==> src/rtl/interval_sched_if.sv <==
// Client-side bus of interval_sched: request/length in, grant/status out.
// With SCHED_ABORT_EN defined the bus also carries abort/aborted.
interface interval_sched_if #(
    parameter int unsigned WIDTH = 5
);
    logic [1:0]       req;
    logic [WIDTH-1:0] len0;
    logic [WIDTH-1:0] len1;
    logic [1:0]       grant;
    logic             busy;
    logic [WIDTH-1:0] count;
    logic [1:0]       done;
`ifdef SCHED_ABORT_EN
    logic             abort;
    logic             aborted;

    modport master (
        output req, len0, len1, abort,
        input  grant, busy, count, done, aborted
    );
    modport slave (
        input  req, len0, len1, abort,
        output grant, busy, count, done, aborted
    );
`else
    modport master (
        output req, len0, len1,
        input  grant, busy, count, done
    );
    modport slave (
        input  req, len0, len1,
        output grant, busy, count, done
    );
`endif
endinterface

==> src/rtl/interval_sched.sv <==
// interval_sched: round-robin scheduler sharing one loadable up-counter between two clients.
// Optional SCHED_ABORT_EN adds abort (input) and aborted (one-cycle pulse) on the bus.
module interval_sched #(
    parameter int unsigned WIDTH = 5
) (
    input  logic           clk,
    input  logic           rst,
    interval_sched_if.slave bus
);
    localparam logic [1:0] S_IDLE = 2'd0;
    localparam logic [1:0] S_RUN  = 2'd1;
    localparam logic [1:0] S_DONE = 2'd2;

    logic [1:0]       state_q, state_d;
    logic [1:0]       grant_q, grant_d;
    logic             busy_q, busy_d;
    logic [WIDTH-1:0] count_q, count_d;
    logic [1:0]       done_q, done_d;
    logic [WIDTH-1:0] len_q, len_d;
    logic             rr_q, rr_d;
    logic             aborted_q, aborted_d;

    logic             pick;
    logic [WIDTH-1:0] pick_len;

    always_comb begin
        // rr_q holds the last served index; on a tie the other client wins
        pick     = (bus.req == 2'b11) ? ~rr_q : bus.req[1];
        pick_len = pick ? bus.len1 : bus.len0;

        state_d   = state_q;
        grant_d   = grant_q;
        busy_d    = busy_q;
        count_d   = count_q;
        done_d    = '0;
        len_d     = len_q;
        rr_d      = rr_q;
        aborted_d = 1'b0;

        case (state_q)
            S_IDLE: begin
                if (bus.req != 2'b00) begin
                    len_d   = pick_len;
                    grant_d = pick ? 2'b10 : 2'b01;
                    rr_d    = pick;
                    busy_d  = 1'b1;
                    count_d = '0;
                    if (pick_len == '0) begin
                        state_d = S_DONE;
                        done_d  = pick ? 2'b10 : 2'b01;
                    end else begin
                        state_d = S_RUN;
                    end
                end
            end
            S_RUN: begin
`ifdef SCHED_ABORT_EN
                if (bus.abort) begin
                    state_d   = S_IDLE;
                    grant_d   = '0;
                    busy_d    = 1'b0;
                    count_d   = '0;
                    aborted_d = 1'b1;
                end else
`endif
                // terminating at len_q-1 keeps the counter from ever wrapping
                if (count_q == len_q - WIDTH'(1)) begin
                    state_d = S_DONE;
                    count_d = '0;
                    done_d  = grant_q;
                end else begin
                    count_d = count_q + WIDTH'(1);
                end
            end
            S_DONE: begin
                state_d = S_IDLE;
                grant_d = '0;
                busy_d  = 1'b0;
                count_d = '0;
            end
            default: begin
                state_d = S_IDLE;
                grant_d = '0;
                busy_d  = 1'b0;
                count_d = '0;
            end
        endcase
    end

    always_ff @(posedge clk) begin
        if (rst) begin
            state_q   <= S_IDLE;
            grant_q   <= '0;
            busy_q    <= 1'b0;
            count_q   <= '0;
            done_q    <= '0;
            len_q     <= '0;
            rr_q      <= 1'b1;
            aborted_q <= 1'b0;
        end else begin
            state_q   <= state_d;
            grant_q   <= grant_d;
            busy_q    <= busy_d;
            count_q   <= count_d;
            done_q    <= done_d;
            len_q     <= len_d;
            rr_q      <= rr_d;
            aborted_q <= aborted_d;
        end
    end

    assign bus.grant = grant_q;
    assign bus.busy  = busy_q;
    assign bus.count = count_q;
    assign bus.done  = done_q;
`ifdef SCHED_ABORT_EN
    assign bus.aborted = aborted_q;
`else
    logic unused_aborted;
    assign unused_aborted = aborted_q;
`endif
endmodule

==> src/flat_wrapper.sv <==
// flat-port wrapper written by rule: the top's interface ports become plain ports
module interval_sched_flat 
#(
    parameter int unsigned WIDTH = 5
)
  (clk, rst, bus_req, bus_len0, bus_len1, bus_grant, bus_busy, bus_count, bus_done);
  interval_sched_if #(.WIDTH(WIDTH)) bus_i ();
  input  logic clk;
  input  logic rst;
  input wire logic [$bits(bus_i.req)-1:0] bus_req;
  input wire logic [$bits(bus_i.len0)-1:0] bus_len0;
  input wire logic [$bits(bus_i.len1)-1:0] bus_len1;
  output wire logic [$bits(bus_i.grant)-1:0] bus_grant;
  output wire logic [$bits(bus_i.busy)-1:0] bus_busy;
  output wire logic [$bits(bus_i.count)-1:0] bus_count;
  output wire logic [$bits(bus_i.done)-1:0] bus_done;
  assign bus_i.req = bus_req;
  assign bus_i.len0 = bus_len0;
  assign bus_i.len1 = bus_len1;
  assign bus_grant = bus_i.grant;
  assign bus_busy = bus_i.busy;
  assign bus_count = bus_i.count;
  assign bus_done = bus_i.done;
  interval_sched #(.WIDTH(WIDTH)) u_core (.clk(clk), .rst(rst), .bus(bus_i));
endmodule
==> config.mk <==
export PLATFORM = sky130hd
export DESIGN_NAME = interval_sched_flat
export DESIGN_NICKNAME = d
export VERILOG_FILES = /design/src/rtl/interval_sched_if.sv /design/src/rtl/interval_sched.sv /design/src/flat_wrapper.sv
export SDC_FILE = /design/constraint.sdc
export NUM_CORES = 1
export LEC_CHECK = 0
export ABC_AREA = 1
export CORE_ASPECT_RATIO = 1.1
export CORE_MARGIN = 2
export CORE_UTILIZATION = 31
export CTS_CLUSTER_SIZE = 20
export DETAILED_ROUTE_END_ITERATION = 8
export GPL_TIMING_DRIVEN = 0
export PLACE_DENSITY = 0.63
export SETUP_SLACK_MARGIN = 0.1
export SYNTH_ARGS = -nofsm -noshare
export SYNTH_HDL_FRONTEND = slang
export SYNTH_SLANG_ARGS = --single-unit
==> constraint.sdc <==
create_clock -name clk -period 3.7 [get_ports clk]
set_input_delay 0.74 -clock clk [delete_from_list [all_inputs] [get_ports clk]]
set_output_delay 0.74 -clock clk [all_outputs]
set_load 0.005 [all_outputs]
# Yosys cells after proc, flatten, opt, wreduce, memory -nomap -nowiden
# Index checks and enable logic that the tools add are counted.
# totals
in_bits	14
word_cells	40
output_inout_bits	10
ff_bits	18
# classes
n_mux	18
eq_ne	5
reduce_logical	6
n_addsub	2
bitwise_logic	2
# ops
operator	count
$mux 2	8
$mux 5	3
$pmux 2 s2	3
$pmux 5 s2	1
$reduce_and 2->1	3
$add 5x1->5 const B	1
$eq 5x5->1	1
$logic_not 5->1	1
$sub 5x1->5 const B	1
$ne 2x1->1 const B	2
$eq 2x1->1 const B	1
$eq 2x2->1 const B	1
$logic_not 2->1	1
$mux 1	2
$not 1->1	2
$pmux 1 s2	1
$reduce_bool 2->1	1

# Depth between registers and ports, before layout
# depth
word_depth	7
ltp_mapped	12
depth_no_buf	12

# Least setup slack after synthesis
# OpenSTA, ideal clock, no wires.
# synth_path
path_type	input to register
startpoint	input bus_req[0]
endpoint	register u_core.state_q[0]
setup_time_ps	132
path_stages	9
slack_ps	2152
path_buffers	0
required_ps	3568
t_arrival_ps	1416
cell_sequence	nand2_2 -> nand2_2 -> nand2_1 -> nand2_1 -> nand2_1 -> nor2_4 -> nand2_1 -> nand2_1 -> a21oi_1
# synth_via
elab_chain_len	7
word_cells_on_any_way	10
classes_between	eq/ne: 2; mux: 5; reduce/logical: 3
# synth_lines
element	line	text
from (decl)	flat_wrapper.sv:10	input wire logic [$bits(bus_i.req)-1:0] bus_req;
$eq 2x2->1	interval_sched.sv:28	pick = (bus.req == 2'b11) ? ~rr_q : bus.req[1];
$mux 1	interval_sched.sv:28	
$mux 5	interval_sched.sv:29	pick_len = pick ? bus.len1 : bus.len0;
$logic_not 5->1	interval_sched.sv:48	if (pick_len == '0) begin
$mux 2	interval_sched.sv:48	
$mux 2	interval_sched.sv:42	if (bus.req != 2'b00) begin
$pmux 2 s2	interval_sched.sv:40	case (state_q)
to (signal assigned)	interval_sched.sv:101	state_q <= state_d;
to (decl)	interval_sched.sv:14	logic [1:0] state_q, state_d;
# Several ways; a longest one is shown, not always the timed one. The select of a mux whose other input is x is not followed.
# A chain may end at the register's enable or synchronous reset.

# Worst setup path in the final report
# layout_path
startpoint	register u_core.count_q[2], in the netlist u_core.bus.count[2]
endpoint	output bus_count[2]
# layout_rtl
element	line	text
from (decl)	interval_sched.sv:17	logic [WIDTH-1:0] count_q, count_d;
from (signal assigned)	interval_sched.sv:104	count_q <= count_d;
to (decl)	flat_wrapper.sv:15	output wire logic [$bits(bus_i.count)-1:0] bus_count;
# No word-level cell between the ends.

==> impl_metrics.py <==
metrics = {
    "worst_setup_path": {
        "critical_path_buf_inv_count": 1,
        "cp_max_fo": 7,
        "worst-path-stages": 1,
        "path_delay_family": "buffers and inverters",
        "r2r_cells": 11,
        "cp-end-kind": "output port",
        "cpPeakStageDelay_ns": 0.54,
        "crit_chain": "clkdlybuf4s50_1",
        "slowest_stage": "clkdlybuf4s50_1",
        "crit_arrival_ns": 1.31,
        "startpoint_type": "register",
        "cp.required_ns": 2.96,
        "worstSetupPathType": "reg2out",
    },
    "routing": {
        "wl_per_cell_um": 9.68,
        "dr.pass1.iters": 5,
        "wl_mm": 2.39,
        "num_vias": 1123,
        "drc_errors": 0,
        "drtIter0Drc": 45,
        "via_per_inst": 4.55,
        "drtAntennaViolNets": 0,
    },
    "power": {
        "p_sw_uw": 220,
        "p_per_area_nw_per_um2": 410,
        "power.internal_uw": 370,
        "total_leakage_power_uw": 0.000634,
        "combPwrFrac_pct": 38.4,
        "swShare_pct": 37.3,
        "p_clk_share_pct": 20.8,
        "p_seq_share_pct": 40.9,
        "vdd_drop_max_v": 0.000203,
    },
    "final_layout": {
        "final_core_util_pct": 42.5,
        "diodes": 0,
        "stdcell_count": 247,
        "layout-drive-gt1-share_pct": 16.1,
        "finalNetCount": 216,
        "syn_to_final_growth_pct": 29.3,
    },
    "sta": {
        "slew_headroom_pct": 64.3,
        "setup_violations": 0,
        "drv_slew": 0,
        "period_minus_slack_ns": 2.05,
        "setup_tns_ns": 0,
        "rsz0062_at_grt": "no",
        "fin_crit_sh_pct": 55.4,
        "skew_ns": 0.00104,
        "tightest_slew_ns": 0.534,
        "fmax_ghz": 0.488,
        "hold_slack_ns": 0.487,
        "hold_viol_final": 0,
    },
    "job": {
        "drv_cap": 0,
    },
    "floorplanning": {
        "pin_count": 24,
        "initial_core_util_pct": 32.9,
        "die_y_um": 66.9,
        "die_x_um": 61.1,
        "rows": 22,
        "dieArea_um2": 4090,
        "core_area_um2": 3390,
    },
    "synth": {
        "synth_cells": 172,
        "ys_types": 24,
        "synth_nets": 188,
        "yosysTopAreaCellShare_pct": 32.4,
        "synth.area.top_cells": "dfxtp_1 32%, nand2_1 16%, nand3_1 8.5%",
        "ys_warn_count": 0,
        "avgSynthCellArea_um2": 6.47,
        "ys_seq_elements": 18,
        "yosysSeqAreaShare_pct": 32.4,
        "synth_top_area_cell": "dfxtp_1",
        "netlist_area_um2": 1110,
    },
    "clock_tree": {
        "cts_max_level": 1,
        "ctsResizeCount": 0,
        "clk_latency_ns": 0.30,
        "cts_tree": "built",
        "hold_buffers": 0,
        "post-cts-setup-buffer-count": 0,
        "clk_pin_slew_ns": 0.10,
        "cts-root-buf": "clkbuf_4",
        "numCtsBuffers": 3,
        "cts_buffer_depth": 2,
        "cts_sinks": 18,
    },
    "run_status": {
        "status": "finished, final reports clean",
    },
    "place": {
        "place_hpwl_mm": 1.98,
        "place_congestion": 0.862,
        "io_buffer_count": 23,
        "dp.cells": 243,
    },
    "global_routing": {
        "grt_max_degree": 11,
        "grt_pass1_vias": 1021,
        "overflow": 0,
        "antenna_found_initial": 0,
        "grt_pass1_wl_mm": 4.17,
        "grt.total_usage_pct": 13.6,
    },
    "hold_path": {
        "min_path_cells": 2,
        "hold_path.class": "reg2reg",
    },
}
[final cells by class]
| cell class | count | area, um2 |
|---|---|---|
| plain buffers | 1 | 3.75 |
| clock buffers | 4 | 36.3 |
| fillers | 370 | 1950 |
| inverters | 26 | 97.6 |
| multi-input cells | 127 | 652 |
| flip-flops and latches | 18 | 360 |
| well taps | 48 | 60.1 |
| repair buffers | 23 | 230 |
[cell usage after synthesis (all sizes together)]
cell,n
nand2,55
inv,25
nand3,21
dfxtp,18
nor2,18
a21oi,16
o21ai,8
ha,2
nand3b,2
a211oi,1
and2,1
clkbuf,1
clkinv,1
nand4,1
or2,1
xor2,1
[sequential cells by signal, indices dropped and copies added (netlist names)]
| register | cells |
|---|---|
| u_core.bus.busy | 1 |
| u_core.rr_q | 1 |
| u_core.bus.count | 5 |
| u_core.bus.done | 2 |
| u_core.bus.grant | 2 |
| u_core.state_q | 2 |
| u_core.len_q | 5 |
[final timing paths]
check	start	endpoint	slack, ns
setup / recovery	u_core.bus.count[2]	bus_count[2]	1.65
hold / removal	u_core.bus.busy	u_core.bus.busy	0.49
setup reg to reg	u_core.len_q[0]	u_core.bus.count[2]	2.06
hold reg to reg	u_core.bus.busy	u_core.bus.busy	0.49
[power groups by stage]
stage	logic (uW)	registers [uW]	clock network, uW
4_1_cts	230	242	126
6_report	226	241	123
5_1_grt	261	245	134
3_5_place_dp	229	246	0
2_1_floorplan	167	241	0
3_3_place_gp	227	246	0
[per-layer routing]
| layer | up-vias | global-route usage [%] | part of all wire [%] |
|---|---|---|---|
| li1 | 606 | - | - |
| met1 | 489 | 16.5 | 44 |
| met2 | 23 | 23.0 | 50 |
| met3 | 5 | 1.75 | 3.3 |
| met4 | 0 | 6.52 | 2.3 |
| met5 | - | 0 | 0 |
[through the flow]
stage | setup slack (ns) | total power, uW | instance area, um2
global placement | 1.51 | 473 | 1400
detailed placement | 1.49 | 475 | 1400
finish | 1.65 | 590 | 1440
CTS | 1.64 | 598 | 1440
floorplan | 2.15 | 407 | 1110
global route | 1.58 | 641 | 1440
[cells in the final DEF (no fill, tap or decap)]
cell type,instances
a211oi_1,1
a21oi_1,12
a21oi_2,4
and2_4,1
clkbuf_1,1
clkbuf_4,3
clkbuf_8,1
clkdlybuf4s50_1,23
clkinv_1,1
dfxtp_1,18
ha_1,2
inv_1,18
inv_2,7
nand2_1,46
nand2_2,8
nand2_4,1
nand3_1,19
nand3_2,2
nand3b_1,2
nand4_1,1
nor2_1,13
nor2_2,3
nor2_4,2
o21ai_0,2
o21ai_1,6
or2_0,1
xor2_1,1
[kinds of logic (layout without fill, tap and decap cells)]
group | count (synthesis) | in the layout | share of synthesized area [%]
adders and majority gates | 2 | 2 | 2.25
AOI/OAI and AO/OA | 25 | 25 | 12.8
buffers and inverters | 27 | 54 | 9.10
and+or+nand+nor | 99 | 99 | 42.7
DFF | 18 | 18 | 32.4
xor gates and xnor gates | 1 | 1 | 0.787
No activity file was read; power rests on OpenSTA's default activity.
